## src/rtl/pacman_pkg.sv

```systemverilog
`default_nettype none
// ============================================================================
// Module   : pacman_pkg
// Brief    : Shared game-state encoding, key codes and scoring constants for
//            the Pacman game controller.
// Revision : 1.0 - initial release
// ============================================================================
package pacman_pkg;

  typedef enum logic [2:0] {
    ST_IDLE      = 3'd0,
    ST_PLAY      = 3'd1,
    ST_PAUSE     = 3'd2,
    ST_DYING     = 3'd3,
    ST_LEVEL_UP  = 3'd4,
    ST_GAME_OVER = 3'd5,
    ST_WIN       = 3'd6
  } game_state_t;

  localparam logic [7:0] KEY_ENTER = 8'h28;
  localparam logic [7:0] KEY_P     = 8'h13;

  localparam int PTS_PELLET    = 10;
  localparam int PTS_POWER     = 50;
  localparam int PTS_GHOST     = 200;
  localparam int FRIGHT_FRAMES = 300;

endpackage
`default_nettype wire

```

## src/rtl/pacman_game_ctrl_ghost_hit_det.sv

```systemverilog
`default_nettype none
// ============================================================================
// Module   : ghost_hit_det
// Brief    : Per-ghost bounding-box overlap test against Pacman. Purely
//            combinational; sums and differences are 11 bits so large
//            half-sizes never wrap.
// Revision : 1.0 - initial release
// ============================================================================
module ghost_hit_det #(
  parameter int NUM_GHOSTS = 2
) (
  input  logic [9:0]              i_pac_x,
  input  logic [9:0]              i_pac_y,
  input  logic [9:0]              i_pac_s,
  input  logic [10*NUM_GHOSTS-1:0] i_ghost_x,
  input  logic [10*NUM_GHOSTS-1:0] i_ghost_y,
  input  logic [10*NUM_GHOSTS-1:0] i_ghost_s,
  output logic [NUM_GHOSTS-1:0]   o_hit
);

  generate
    for (genvar gi = 0; gi < NUM_GHOSTS; gi++) begin : g_ghost
      logic [10:0] w_px, w_py, w_ps, w_gx, w_gy, w_gs;
      logic [10:0] w_dx, w_dy, w_sum;

      assign w_px  = {1'b0, i_pac_x};
      assign w_py  = {1'b0, i_pac_y};
      assign w_ps  = {1'b0, i_pac_s};
      assign w_gx  = {1'b0, i_ghost_x[10*gi +: 10]};
      assign w_gy  = {1'b0, i_ghost_y[10*gi +: 10]};
      assign w_gs  = {1'b0, i_ghost_s[10*gi +: 10]};

      // Absolute distances and combined half-size; strict '<' so touching edges do not collide
      assign w_dx  = (w_px >= w_gx) ? (w_px - w_gx) : (w_gx - w_px);
      assign w_dy  = (w_py >= w_gy) ? (w_py - w_gy) : (w_gy - w_py);
      assign w_sum = w_ps + w_gs;

      assign o_hit[gi] = (w_dx < w_sum) && (w_dy < w_sum);
    end
  endgenerate

endmodule
`default_nettype wire

```

## src/rtl/pacman_game_ctrl.sv

```systemverilog
`default_nettype none
// ============================================================================
// Module   : pacman_game_ctrl
// Brief    : Game-state controller: N-ghost collision, lives, levels, score,
//            pause, and entity/board reset + freeze for movers and maps.
//            Optional macro PACMAN_POWERUP_EN adds power pellets,
//            frightened mode and per-ghost respawn pulses.
// Revision : 1.0 - initial release
// ============================================================================
module pacman_game_ctrl
  import pacman_pkg::*;
#(
  parameter int NUM_GHOSTS     = 2,
  parameter int NUM_LEVELS     = 4,
  parameter int LIVES          = 3,
  parameter int PELLETS        = 96,
  parameter int DEATH_FRAMES   = 60,
  parameter int LEVELUP_FRAMES = 90,
  parameter int SCORE_W        = 16
) (
  input  logic                    Clk,
  input  logic                    Reset_n,
  input  logic                    vs,
  input  logic [7:0]              keycode,
  input  logic [9:0]              pac_x,
  input  logic [9:0]              pac_y,
  input  logic [9:0]              pac_s,
  input  logic [10*NUM_GHOSTS-1:0] ghost_x,
  input  logic [10*NUM_GHOSTS-1:0] ghost_y,
  input  logic [10*NUM_GHOSTS-1:0] ghost_s,
  input  logic                    pellet_eaten,
`ifdef PACMAN_POWERUP_EN
  input  logic                    power_pellet,
  output logic                    frightened,
  output logic [NUM_GHOSTS-1:0]   ghost_respawn,
`endif
  output logic [2:0]              state,
  output logic [1:0]              level,
  output logic [2:0]              lives,
  output logic [SCORE_W-1:0]      score,
  output logic                    freeze,
  output logic                    entity_rst,
  output logic                    board_rst
);

  localparam int c_PC_W      = $clog2(PELLETS + 1);
  localparam int c_FRAME_MAX = (DEATH_FRAMES > LEVELUP_FRAMES) ? DEATH_FRAMES : LEVELUP_FRAMES;
  localparam int c_FC_W      = $clog2(c_FRAME_MAX + 1);

  localparam logic [c_PC_W-1:0] c_PELLETS    = c_PC_W'(PELLETS);
  localparam logic [c_FC_W-1:0] c_DEATH_LAST = c_FC_W'(DEATH_FRAMES - 1);
  localparam logic [c_FC_W-1:0] c_LVUP_LAST  = c_FC_W'(LEVELUP_FRAMES - 1);
  localparam logic [1:0]        c_LAST_LVL   = 2'(NUM_LEVELS - 1);
  localparam logic [2:0]        c_LIVES      = 3'(LIVES);

  game_state_t         r_state;
  logic [1:0]          r_level;
  logic [2:0]          r_lives;
  logic [SCORE_W-1:0]  r_score;
  logic [c_PC_W-1:0]   r_pellet_cnt;
  logic [c_FC_W-1:0]   r_frame_cnt;
  logic                r_freeze;
  logic                r_entity_rst;
  logic                r_board_rst;
  logic                r_vs_q;
  logic                r_tick;
  logic [7:0]          r_key_prev;

  logic [NUM_GHOSTS-1:0] w_hit;
  logic                w_enter_edge;
  logic                w_p_edge;
  logic                w_tick_play;
  logic                w_level_clear;
  logic                w_kill;
  logic                w_eat;
  logic [31:0]         w_pts;
  logic [SCORE_W:0]    w_score_sum;
  logic [SCORE_W-1:0]  w_score_sat;

  ghost_hit_det #(
    .NUM_GHOSTS (NUM_GHOSTS)
  ) u_hit (
    .i_pac_x   (pac_x),
    .i_pac_y   (pac_y),
    .i_pac_s   (pac_s),
    .i_ghost_x (ghost_x),
    .i_ghost_y (ghost_y),
    .i_ghost_s (ghost_s),
    .o_hit     (w_hit)
  );

  // Keys act only on a transition out of "no key", so a held key never repeats
  assign w_enter_edge  = (keycode == KEY_ENTER) && (r_key_prev == 8'h00);
  assign w_p_edge      = (keycode == KEY_P)     && (r_key_prev == 8'h00);
  // A pause request in the same Clk as a frame tick takes priority over the tick
  assign w_tick_play   = (r_state == ST_PLAY) && r_tick && !w_p_edge;
  assign w_level_clear = (r_pellet_cnt == c_PELLETS);

`ifdef PACMAN_POWERUP_EN
  localparam int c_FR_W = $clog2(FRIGHT_FRAMES);
  localparam logic [c_FR_W-1:0] c_FRIGHT_LAST = c_FR_W'(FRIGHT_FRAMES - 1);

  logic                  r_fright;
  logic [c_FR_W-1:0]     r_fright_cnt;
  logic [NUM_GHOSTS-1:0] r_respawn;
  logic                  w_ghost_eat;

  assign w_ghost_eat = w_tick_play && !w_level_clear && r_fright && (|w_hit);
  assign w_kill      = w_tick_play && !w_level_clear && !r_fright && (|w_hit);
`else
  assign w_kill      = w_tick_play && !w_level_clear && (|w_hit);
`endif

  // Points earned this Clk (only applied while in PLAY)
  always_comb begin
    w_pts = 32'd0;
    w_eat = pellet_eaten;
    if (pellet_eaten) w_pts = w_pts + PTS_PELLET;
`ifdef PACMAN_POWERUP_EN
    w_eat = pellet_eaten | power_pellet;
    if (power_pellet) w_pts = w_pts + PTS_POWER;
    if (w_ghost_eat)  w_pts = w_pts + PTS_GHOST * $countones(w_hit);
`endif
  end

  // Score adds with one guard bit and clamps to all-ones
  assign w_score_sum = {1'b0, r_score} + (SCORE_W + 1)'(w_pts);
  assign w_score_sat = w_score_sum[SCORE_W] ? '1 : w_score_sum[SCORE_W-1:0];

  // Input edge detection: registered VS falling edge gives a 1-Clk frame tick
  always_ff @(posedge Clk or negedge Reset_n) begin
    if (!Reset_n) begin
      r_vs_q     <= 1'b0;
      r_tick     <= 1'b0;
      r_key_prev <= 8'h00;
    end else begin
      r_vs_q     <= vs;
      r_tick     <= r_vs_q & ~vs;
      r_key_prev <= keycode;
    end
  end

  // Game FSM with its counters and registered control outputs
  always_ff @(posedge Clk or negedge Reset_n) begin
    if (!Reset_n) begin
      r_state      <= ST_IDLE;
      r_level      <= 2'd0;
      r_lives      <= c_LIVES;
      r_score      <= '0;
      r_pellet_cnt <= '0;
      r_frame_cnt  <= '0;
      r_freeze     <= 1'b1;
      r_entity_rst <= 1'b1;
      r_board_rst  <= 1'b0;
`ifdef PACMAN_POWERUP_EN
      r_fright     <= 1'b0;
      r_fright_cnt <= '0;
      r_respawn    <= '0;
`endif
    end else begin
      r_board_rst <= 1'b0;

      // Pellets count in PLAY, including the Clk in which PLAY is left
      if (r_state == ST_PLAY) begin
        if (w_pts != 32'd0) r_score <= w_score_sat;
        if (w_eat && !w_level_clear) r_pellet_cnt <= r_pellet_cnt + c_PC_W'(1);
      end

`ifdef PACMAN_POWERUP_EN
      r_respawn <= '0;
      if (r_state == ST_PLAY) begin
        if (power_pellet) begin
          r_fright     <= 1'b1;
          r_fright_cnt <= '0;
        end else if (r_fright && w_tick_play) begin
          if (r_fright_cnt == c_FRIGHT_LAST) r_fright <= 1'b0;
          else r_fright_cnt <= r_fright_cnt + c_FR_W'(1);
        end
        if (w_ghost_eat) r_respawn <= w_hit;
        if (w_tick_play && (w_level_clear || w_kill)) r_fright <= 1'b0;
      end else if (r_state != ST_PAUSE) begin
        r_fright <= 1'b0;
      end
`endif

      case (r_state)
        ST_IDLE: begin
          r_entity_rst <= 1'b1;
          r_freeze     <= 1'b1;
          if (w_enter_edge) begin
            r_state      <= ST_PLAY;
            r_freeze     <= 1'b0;
            r_entity_rst <= 1'b0;
            r_board_rst  <= 1'b1;
            r_lives      <= c_LIVES;
            r_level      <= 2'd0;
            r_score      <= '0;
            r_pellet_cnt <= '0;
            r_frame_cnt  <= '0;
          end
        end

        ST_PLAY: begin
          r_entity_rst <= 1'b0;
          if (w_p_edge) begin
            r_state  <= ST_PAUSE;
            r_freeze <= 1'b1;
          end else if (w_tick_play && w_level_clear) begin
            r_state     <= ST_LEVEL_UP;
            r_freeze    <= 1'b1;
            r_frame_cnt <= '0;
          end else if (w_kill) begin
            r_state     <= ST_DYING;
            r_freeze    <= 1'b1;
            r_frame_cnt <= '0;
          end
        end

        ST_PAUSE: begin
          if (w_p_edge) begin
            r_state  <= ST_PLAY;
            r_freeze <= 1'b0;
          end
        end

        ST_DYING: begin
          if (r_tick) begin
            if (r_frame_cnt == c_DEATH_LAST) begin
              r_lives      <= r_lives - 3'd1;
              r_entity_rst <= 1'b1;
              if (r_lives == 3'd1) begin
                r_state <= ST_GAME_OVER;
              end else begin
                r_state  <= ST_PLAY;
                r_freeze <= 1'b0;
              end
            end else begin
              r_frame_cnt <= r_frame_cnt + c_FC_W'(1);
            end
          end
        end

        ST_LEVEL_UP: begin
          if (r_tick) begin
            if (r_frame_cnt == c_LVUP_LAST) begin
              r_entity_rst <= 1'b1;
              if (r_level == c_LAST_LVL) begin
                r_state <= ST_WIN;
              end else begin
                r_state      <= ST_PLAY;
                r_freeze     <= 1'b0;
                r_level      <= r_level + 2'd1;
                r_pellet_cnt <= '0;
                r_board_rst  <= 1'b1;
              end
            end else begin
              r_frame_cnt <= r_frame_cnt + c_FC_W'(1);
            end
          end
        end

        ST_GAME_OVER, ST_WIN: begin
          r_entity_rst <= 1'b1;
          r_freeze     <= 1'b1;
          if (w_enter_edge) r_state <= ST_IDLE;
        end

        default: begin
          r_state      <= ST_IDLE;
          r_freeze     <= 1'b1;
          r_entity_rst <= 1'b1;
        end
      endcase
    end
  end

  assign state      = r_state;
  assign level      = r_level;
  assign lives      = r_lives;
  assign score      = r_score;
  assign freeze     = r_freeze;
  assign entity_rst = r_entity_rst;
  assign board_rst  = r_board_rst;
`ifdef PACMAN_POWERUP_EN
  assign frightened    = r_fright;
  assign ghost_respawn = r_respawn;
`endif

endmodule
`default_nettype wire

```

## config.mk

```make
export PLATFORM = sky130hd
export DESIGN_NAME = pacman_game_ctrl
export DESIGN_NICKNAME = d
export VERILOG_FILES = /design/src/rtl/pacman_pkg.sv /design/src/rtl/pacman_game_ctrl_ghost_hit_det.sv /design/src/rtl/pacman_game_ctrl.sv
export SDC_FILE = /design/constraint.sdc
export NUM_CORES = 1
export LEC_CHECK = 0
export CAP_MARGIN = 20
export CORE_MARGIN = 2
export CORE_UTILIZATION = 52
export CTS_CLUSTER_SIZE = 12
export DETAILED_ROUTE_END_ITERATION = 12
export PLACE_DENSITY = 0.77
export SYNTH_ARGS = -nofsm -noshare
export SYNTH_HDL_FRONTEND = slang
export SYNTH_HIERARCHICAL = 1
export SYNTH_SLANG_ARGS = --single-unit
```

## constraint.sdc

```tcl
create_clock -name Clk -period 3.13 [get_ports Clk]
set_input_delay 0.4695 -clock Clk [delete_from_list [all_inputs] [get_ports Clk]]
set_output_delay 0.4695 -clock Clk [all_outputs]
set_load 0.05 [all_outputs]
```

After elaboration in Yosys (flattened, before gate mapping)
Cells that the tools add are included.
{"block": "totals", "register_bits": 51, "input_bits": 102, "output_inout_bits": 27, "elab_cells": 161}
{"block": "op_classes", "n_addsub": 15, "order_cmp": 8, "n_eq_ne": 27, "mux": 70, "n_bitwise": 3, "n_reduce_logical": 26}
{"op": "$mux 7", "count": 14}
{"op": "$sub 10x10->11", "count": 8}
{"op": "$mux 16", "count": 5}
{"op": "$mux 3", "count": 15}
{"op": "$lt 11x11->1", "count": 4}
{"op": "$mux 11", "count": 4}
{"op": "$ge 10x10->1", "count": 4}
{"op": "$reduce_bool 32->1", "count": 1}
{"op": "$pmux 7 s4", "count": 1}
{"op": "$ne 2x2->1 const B", "count": 12}
{"op": "$reduce_and 8->1", "count": 3}
{"op": "$add 10x10->11", "count": 2}
{"op": "$mux 1", "count": 19}
{"op": "$pmux 3 s6", "count": 1}
{"op": "$add 16x17->17", "count": 1}
{"op": "$add 7x1->7 const B", "count": 2}
{"op": "$eq 7x7->1 const B", "count": 2}
{"op": "$pmux 7 s2", "count": 1}
{"op": "$logic_and 1x1->1", "count": 10}
{"op": "$pmux 1 s5", "count": 2}
{"op": "$reduce_and 5->1", "count": 2}
{"op": "$eq 3x3->1 const B", "count": 3}
{"op": "$eq 8x5->1 const B", "count": 1}
{"op": "$eq 8x6->1 const B", "count": 1}
{"op": "other kinds (22)", "count": 31}

Depth between registers and ports, before layout
Gate-level depths: netlist of the first run.
{"block": "logic_depth", "depth_word": 10, "depth_mapped": 22}

Modules after synthesis
The synthesis of the first run kept the hierarchy.
{"mod": "ghost_hit_det", "n_inst": 1, "cells_per_inst": 672, "area_each_um2": 5013.6, "seq_area_each_um2": 0.0}
{"mod": "pacman_game_ctrl", "n_inst": 1, "cells_per_inst": 283, "area_each_um2": 2731.4, "seq_area_each_um2": 1281.2}

Least setup slack after synthesis of the first run
Ideal clock, no wire load.
{"block": "synth_path", "path_type": "in2reg", "start": "input port pac_x[4]", "end": "register r_frame_cnt[1]", "setup_time_ns": 0.128, "arrival_ns": 4.290, "setup_slack_ns": -1.287, "path_stages": 21, "path_cell_list": "inv_1 ha_1 a21o_1 a211o_1 o22a_1 a221o_1 a21boi_2 buf_6 mux2i_1 xnor2_1 ha_1 a21o_1 a21oi_1 nor2b_1 o21ai_0 nand4_1 nor3_1 o31a_1 a31oi_1 a21boi_2 mux2_1"}
{"block": "synth_via", "elab_chain_cells": 8, "word_cells_on_any_way": 16}
{"item": "from (decl)", "line_no": "pacman_game_ctrl.sv:25", "source": "input logic [9:0] pac_x,"}
{"item": "$sub 10x10->11 or $ge 10x10->1 (tied branches)", "line_no": "pacman_game_ctrl_ghost_hit_det.sv:34", "source": "assign w_dx = (w_px >= w_gx) ? (w_px - w_gx) : (w_gx - w_px);"}
{"item": "$mux 11 *", "line_no": "pacman_game_ctrl_ghost_hit_det.sv:34"}
{"item": "$lt 11x11->1 *", "line_no": "pacman_game_ctrl_ghost_hit_det.sv:38", "source": "assign o_hit[gi] = (w_dx < w_sum) && (w_dy < w_sum);"}
{"item": "$logic_and 1x1->1 *", "line_no": "pacman_game_ctrl_ghost_hit_det.sv:38"}
{"item": "net w_hit[1]", "line_no": "pacman_game_ctrl.sv:69", "source": "logic [NUM_GHOSTS-1:0] w_hit;"}
{"item": "$reduce_or 2->1 *", "line_no": "pacman_game_ctrl.sv:111", "source": "assign w_kill = w_tick_play && !w_level_clear && (|w_hit);"}
{"item": "$logic_and 1x1->1 *", "line_no": "pacman_game_ctrl.sv:111"}
{"item": "$ne 3x2->1 (no source line) *"}
{"item": "$reduce_and 8->1 (no source line) *"}
{"item": "to (signal assigned)", "line_no": "pacman_game_ctrl.sv:238", "source": "r_frame_cnt <= r_frame_cnt + c_FC_W'(1);"}
{"item": "to (signal assigned)", "line_no": "pacman_game_ctrl.sv:257", "source": "r_frame_cnt <= r_frame_cnt + c_FC_W'(1);"}
{"item": "to (decl)", "line_no": "pacman_game_ctrl.sv:61", "source": "logic [c_FC_W-1:0] r_frame_cnt;"}
The timed path passes the listed nets; every way through them passes the cells marked *.
A chain may end at the register's enable or synchronous reset.

Worst setup path after layout of the first run
{"block": "layout_path", "start": "input port ghost_y[0]", "end": "register r_state[2] (netlist: state[2])"}
{"block": "layout_via", "elab_chain_cells": 8, "word_cells_on_any_way": 10}
{"item": "from (decl)", "line_no": "pacman_game_ctrl.sv:29", "source": "input logic [10*NUM_GHOSTS-1:0] ghost_y,"}
{"item": "$sub 10x10->11 or $ge 10x10->1 (tied branches)", "line_no": "pacman_game_ctrl_ghost_hit_det.sv:35", "source": "assign w_dy = (w_py >= w_gy) ? (w_py - w_gy) : (w_gy - w_py);"}
{"item": "$mux 11 *", "line_no": "pacman_game_ctrl_ghost_hit_det.sv:35"}
{"item": "$lt 11x11->1 *", "line_no": "pacman_game_ctrl_ghost_hit_det.sv:38"}
{"item": "$logic_and 1x1->1 *", "line_no": "pacman_game_ctrl_ghost_hit_det.sv:38"}
{"item": "net w_hit[0]", "line_no": "pacman_game_ctrl.sv:69"}
{"item": "$reduce_or 2->1 *", "line_no": "pacman_game_ctrl.sv:111"}
{"item": "$logic_and 1x1->1 *", "line_no": "pacman_game_ctrl.sv:111"}
{"item": "$ne 4x3->1 (no source line) *"}
{"item": "$reduce_and 8->1 (no source line) *"}
{"item": "to (signal assigned)", "line_no": "pacman_game_ctrl.sv:146", "source": "r_state <= ST_IDLE;"}
{"item": "to (signal assigned)", "line_no": "pacman_game_ctrl.sv:191", "source": "r_state <= ST_PLAY;"}
{"item": "to (signal assigned)", "line_no": "pacman_game_ctrl.sv:206", "source": "r_state <= ST_PAUSE;"}
{"item": "to (decl)", "line_no": "pacman_game_ctrl.sv:56", "source": "game_state_t r_state;"}
Marks and branches as above.

==> results of run 1 <==
==> metal layers <==
layer / vias up / wire [microns] / GRT usage
met1: 4266 / 11040 / 0.3895
met3: 136 / 1515 / 0.03144
met2: 446 / 13920 / 0.5927
li1: 4132 / - / -
met5: - / 0 / 0
met4: 0 / 1599 / 0.1345
==> synthesized netlist by cell type (6+ instances only) <==
library cell / number
xor2_1: 31
nand2_1: 55
nand2b_1: 13
o21ai_0: 45
a31oi_1: 16
nor3_1: 27
and3_1: 11
a21o_1: 32
nor2_1: 65
o21a_1: 8
xnor2_1: 23
a211oi_1: 6
ha_1: 150
clkbuf_1: 19
dfrtp_1: 47
fa_1: 10
inv_1: 102
o21ai_1: 6
a21boi_0: 8
mux2_2: 7
nor2b_1: 15
nand3_1: 22
mux2i_1: 30
o21bai_1: 8
a21oi_1: 93
nand4_1: 12
==> power groups by stage <==
| stage | sequential [mW] | clock [mW] | combinational, mW |
|---|---|---|---|
| finish | 1.03 | 0.525 | 3.36 |
| global route | 1.06 | 0.563 | 3.62 |
| CTS | 1.02 | 0.532 | 3.11 |
| detailed placement | 1.03 | 0 | 2.84 |
| global placement | 1.02 | 0 | 2.76 |
| floorplan | 1.20 | 0 | 1.56 |
==> cells by family (layout without fill, tap and decap cells) <==
family,after synthesis,count (layout),synth area share
AOI/OAI and AO/OA,263,263,0.2141
and+or+nand+nor,262,262,0.1750
adders and majority gates,160,160,0.2682
buffers and inverters,125,494,0.06204
xor gates and xnor gates,54,54,0.06107
DFF,51,51,0.1654
muxes,40,40,0.05428
other,0,1,0
==> flip-flops by register name, summed over array words and instances, names as in the netlist <==
signal        cells
board_rst         1
freeze            1
score            16
r_pellet_cnt      7
entity_rst        1
r_vs_q            1
lives             3
r_key_prev        8
state             3
r_tick            1
level             2
r_frame_cnt       7
==> how the worst max path moves through the flow <==
stage / from / end / slack, ns / depth (start not counted)
after global placement: pac_x[4] / state[1] / -1.95 / 20
after global routing: pac_y[2] / state[2] / -1.48 / 23
after detailed placement: pac_y[1] / state[2] / -2.09 / 21
after floorplan: ghost_x[14] / state[1] / -1.06 / 20
final: ghost_y[0] / state[2] / -1.36 / 22
after CTS: pac_x[4] / state[2] / -1.15 / 22
==> worst max-delay path, cell delays in order <==
cell and delay (ns):
clkdlybuf4s50_1 0.43, ha_2 0.21, nor2b_4 0.11, o21ai_2 0.08, o211ai_1 0.38, a31oi_2 0.17, o21ai_2 0.15, buf_6 0.15
buf_4 0.13, mux2i_1 0.23, xnor2_1 0.18, ha_1 0.27, o21a_1 0.12, o21ai_2 0.14, a21oi_2 0.09, o21ai_1 0.14
a21oi_1 0.09, nor3_1 0.18, o31a_1 0.22, nor2_2 0.07, or3_4 0.36, mux2_4 0.31
==> layout by cell type (no fill, tap or decap), types with 17 or more instances in the layout <==
cell	n
a21oi_1	71
nand3_1	21
nand2_1	52
xnor2_1	22
inv_1	83
a21oi_2	18
nor2_1	61
mux2i_1	27
ha_1	109
xor2_1	29
dlygate4sd2_1	37
buf_4	248
o21ai_0	31
a21o_1	32
dfrtp_1	47
nor3_1	21
inv_2	17
clkdlybuf4s50_1	79
ha_4	32
==> cell type report <==
type                    count  area, sq um
flip-flops and latches     51         1281
repair buffers            385         3204
clock inverters             2        13.76
well taps                 184        230.2
multi-input cells         779         6892
diodes                      1        2.502
inverters                 102        391.6
fillers                   809         2394
clock buffers               5        125.1
==> metrics by stage <==
step | power (mW) | area (sq um) | utilization | setup slack, ns
6_report | 4.916 | 12140 | 0.8353 | -1.363
5_1_grt | 5.243 | 12140 | 0.8353 | -1.481
4_1_cts | 4.662 | 11860 | 0.8157 | -1.151
3_5_place_dp | 3.869 | 10990 | 0.7559 | -2.094
3_3_place_gp | 3.785 | 10990 | 0.7559 | -1.952
2_1_floorplan | 2.765 | 7899 | - | -1.057
==> timing repair <==
action,CTS,global route
endpoints found under the setup margin,11,11
buffers inserted,24,5
gates resized for setup,190,45
pin swaps,77,38
==> impl_metrics.tcl, run 1 <==
set metrics [dict create \
    cp.required_ns 3.30 \
    sw_frac_of_total 0.4502 \
    reg2reg_from "r_frame_cnt[1]" \
    clock_latency_ns 0.29 \
    yosysWarnings 6 \
    yosysSeqAreaShare 0.1654 \
    final-max-slew-violation-count 0 \
    max-cap-violations 0 \
    antenna_found_initial 1 \
    root_buffer "clkbuf_16" \
    finalSetupViolCount 11 \
    htree_levels 2 \
    cts_buffer_depth 2 \
    grt_usage 0.3249 \
    fin_cells 1509 \
    dp.cells 1471 \
    cts_tree "done" \
    switching_power_mw 2.213 \
    syn_area_per_cell_sq_um 8.110 \
    r2r_slack_ns 0.72 \
    synthCells 955 \
    start_util 0.5329 \
    p_seq_frac 0.210 \
    first_pass_iters 5 \
    power_frac_clock 0.107 \
    maxSlewHeadroom 0.5967 \
    synthesis.nets 1217 \
    dieArea_sq_mm 0.01589 \
    drc_errors 0 \
    path_clk_slew_ns 0.07 \
    crit_path_end_kind "register" \
    fp-row-count 44 \
    drive_gt1_frac 0.3353 \
    routed_via_density 5.951 \
    cts_made_buffers 5 \
    drt_iter0_drc 826 \
    grt_pass1_vias 9175 \
    synthTopCellsByArea "ha_1, dfrtp_1, a21oi_1" \
    hold_ws_ns 0.04241 \
    synth_cell_types 75 \
    synth_top_area_frac 0.2423 \
    place_hpwl_microns 19180 \
    synth_area_leader_cell "ha_1" \
    hp-class "in -> async" \
    routed_wl_microns 28070 \
    grt_max_degree 52 \
    synth-async-reset-ratio 1.000 \
    vias 8980 \
    tightest_slew_ns 0.5986 \
    skew_ns 0.008271 \
    cts_hold_buf 0 \
    worstSetupPathType "in -> reg" \
    ys.flop_type "dfrtp_1" \
    ios 129 \
    violations "setup timing" \
    comb_power_share 0.684 \
    final_nets 1586 \
    p_leak_nw 5.921 \
    r2r-end "state[2]" \
    internal-power_mw 2.703 \
    synth-edff-count 0 \
    clock.fmax_mhz 222.6 \
    portBuffers 128 \
    place.gp.congestion 0.9408 \
    cts_num_sinks 51 \
    crit_fanout 4 \
    status "finished with violations" \
    wire_per_inst_microns 18.60 \
    period_share 1.435 \
    ff2ff_path_depth 8 \
    p_per_area_mw_per_mm2 405.0 \
    fin_crit_ns 4.493 \
    grt_pass1_wl_microns 43150 \
    synth-seq-cells 51 \
    critPathArrivalTime_ns 4.67 \
    synthesis.area_sq_mm 0.007745 \
    die_h_microns 126.0 \
    fp.coreArea_sq_mm 0.01453 \
    antenna_left 0 \
    hold_violations 0 \
    rsz0062_at_grt "true" \
    ir_drop_mv 0.2834 \
    overflow 0 \
    areaGrowthSynthToFinish_pct 56.75 \
    fin_tns_setup_ns -14.13 \
    finalWorstSetupSlack_ns -1.363 \
    die_x_microns 126.0 \
    start_kind "input pin" \
]
(Power assumes the default switching activity.)
==> run 2: changes to the inputs <==
--- a/config.mk
+++ b/config.mk
@@ -11,6 +11,7 @@
 export CTS_CLUSTER_SIZE = 12
 export DETAILED_ROUTE_END_ITERATION = 12
 export PLACE_DENSITY = 0.77
+export REMOVE_ABC_BUFFERS = 1
 export SYNTH_ARGS = -nofsm -noshare
 export SYNTH_HDL_FRONTEND = slang
 export SYNTH_HIERARCHICAL = 1
==> impl_metrics.tcl, run 2 (synthesized netlist as in run 1, its figures left out) <==
set metrics [dict create \
    status "finished with violations" \
    violations "setup timing" \
    clock_latency_ns 0.30 \
    grt_pass1_vias 9904 \
    grt_max_degree 52 \
    fp-row-count 44 \
    p_leak_nw 6.139 \
    fin_crit_ns 4.638 \
    place.gp.congestion 0.9618 \
    place_hpwl_microns 18850 \
    die_h_microns 126.0 \
    finalSetupViolCount 11 \
    cp.required_ns 3.31 \
    areaGrowthSynthToFinish_pct 62.92 \
    antenna_left 0 \
    start_util 0.5329 \
    final_nets 1632 \
    period_share 1.482 \
    p_per_area_mw_per_mm2 424.8 \
    drive_gt1_frac 0.3832 \
    final_common_cell "buf_4" \
    dp.cells 1486 \
    max-cap-violations 0 \
    path_clk_slew_ns 0.07 \
    crit_path_end_kind "register" \
    hold_violations 0 \
    worstSetupPathType "in -> reg" \
    ir_drop_mv 0.3337 \
    cts_buffer_depth 2 \
    final_util 0.8682 \
    overflow 0 \
    rsz0062_at_grt "true" \
    drt_iter0_drc 1050 \
    die_x_microns 126.0 \
    antenna_found_initial 1 \
    skew_ns 0.004672 \
    fin_tns_setup_ns -15.85 \
    cts_made_buffers 5 \
    ios 129 \
    critPathArrivalTime_ns 4.82 \
    fp.coreArea_sq_mm 0.01453 \
    wire_per_inst_microns 21.38 \
    routed_via_density 6.301 \
    most-common-layout-cells "buf_4, ha_1, inv_1" \
    clock.fmax_mhz 215.6 \
    grt_usage 0.3703 \
    cts_tree "done" \
    start_kind "input pin" \
    grt_pass1_wl_microns 48110 \
    fillers 657 \
    htree_levels 2 \
    tightest_slew_ns 0.6433 \
    cts_num_sinks 51 \
    fin_cells 1555 \
    finalWorstSetupSlack_ns -1.508 \
    dieArea_sq_mm 0.01589 \
    p_total_mw 5.360 \
    hp-class "in -> async" \
    vias 9798 \
    drc_errors 0 \
    routed_wl_microns 33250 \
    final-max-slew-violation-count 0 \
    portBuffers 128 \
    crit_fanout 3 \
    maxSlewHeadroom 0.5711 \
    first_pass_iters 10 \
    root_buffer "clkbuf_16" \
    largest_register_ffs 16 \
]
run 2: cell count changes in the layout (fill, tap and decap cells not counted), sizes merged:
cell,previous run,this run
buf,263,316
bufinv,0,1
clkbuf,5,7
clkdlybuf4s15,2,10
clkdlybuf4s50,79,59
clkinv,2,0
dlygate4sd2,37,41
dlymetal6s2s,4,3
inv,101,102
run 2: metal layers:
metal | vias to the layer above | part of all wire | global-route usage
met5 | - | 0 | 0
met4 | 0 | 0.082 | 0.2250
met3 | 270 | 0.082 | 0.05013
met2 | 781 | 0.48 | 0.6553
met1 | 4512 | 0.36 | 0.4225
li1 | 4235 | - | -
run 2: per-stage QoR:
step                setup WS [ns]  hold WS [ns]  instance area [sq um]
finish                     -1.508        0.2820                  12620
floorplan                  -1.481        0.1739                   7647
global placement           -1.945        0.4584                  10970
detailed placement         -2.052        0.4641                  10970
global route               -1.559        0.3437                  12620
CTS                        -1.088        0.2998                  12350
run 2: where the power goes:
part,internal (mW),switching (mW)
logic,1.72,1.97
clock network,0.373,0.249
registers,0.816,0.227
run 2: worst paths after layout:
check / startpoint / to / slack [ns] / cells past startpoint
worst max-delay path: ghost_y[11] / state[2] / -1.51 / 20
worst min-delay path: Reset_n / score[14] / 0.28 / 2
worst max register to register: r_frame_cnt[1] / state[2] / 0.59 / 8
worst min register to register: r_vs_q / r_tick / 0.48 / 1
max in group asynchronous: Reset_n / r_frame_cnt[6] / 2.42 / 2
min in group Clk: r_vs_q / r_tick / 0.48 / 1
run 2: layout make-up:
class                      instances  area (sq um)  area share
multi-input combinational        779          7044      0.5583
timing repair buffer             431          3510      0.2781
sequential                        51          1281      0.1015
inverter                         102         387.9     0.03074
tap                              184         230.2     0.01824
clock buffer                       5         125.1    0.009916
clock inverter                     2         37.54    0.002975
antenna                            1         2.502   0.0001983
run 2: repair_timing:
| item | CTS | global route |
|---|---|---|
| resized for setup | 293 | 52 |
| hold buffers | 0 | 0 |
| setup buffers | 54 | 7 |
| pin swaps | 115 | 33 |
| setup endpoints to repair | 11 | 11 |
run 2: worst max-delay path, stage by stage:
cell and delay [ns]:
clkdlybuf4s15_1 0.22, ha_1 0.34, nor2b_1 0.17, o21a_1 0.21
o21ai_0 0.18, a21boi_0 0.20, o41ai_2 0.38, nor2_1 0.18
nor3b_4 0.27, ha_1 0.29, and4_4 0.18, nand2_2 0.08
nor2_1 0.08, a2111oi_4 0.24, nand4_1 0.18, nor3_2 0.18
o31a_1 0.24, nor2_2 0.07, or3_4 0.36, mux2_4 0.31
==> run 3: changes to the inputs <==
--- a/config.mk
+++ b/config.mk
@@ -12,6 +12,7 @@
 export DETAILED_ROUTE_END_ITERATION = 12
 export PLACE_DENSITY = 0.77
 export REMOVE_ABC_BUFFERS = 1
+export SETUP_SLACK_MARGIN = 0.05
 export SYNTH_ARGS = -nofsm -noshare
 export SYNTH_HDL_FRONTEND = slang
 export SYNTH_HIERARCHICAL = 1
==> results of run 3 <==
No change in the layout: final DEF, timing and power equal those of run 2.
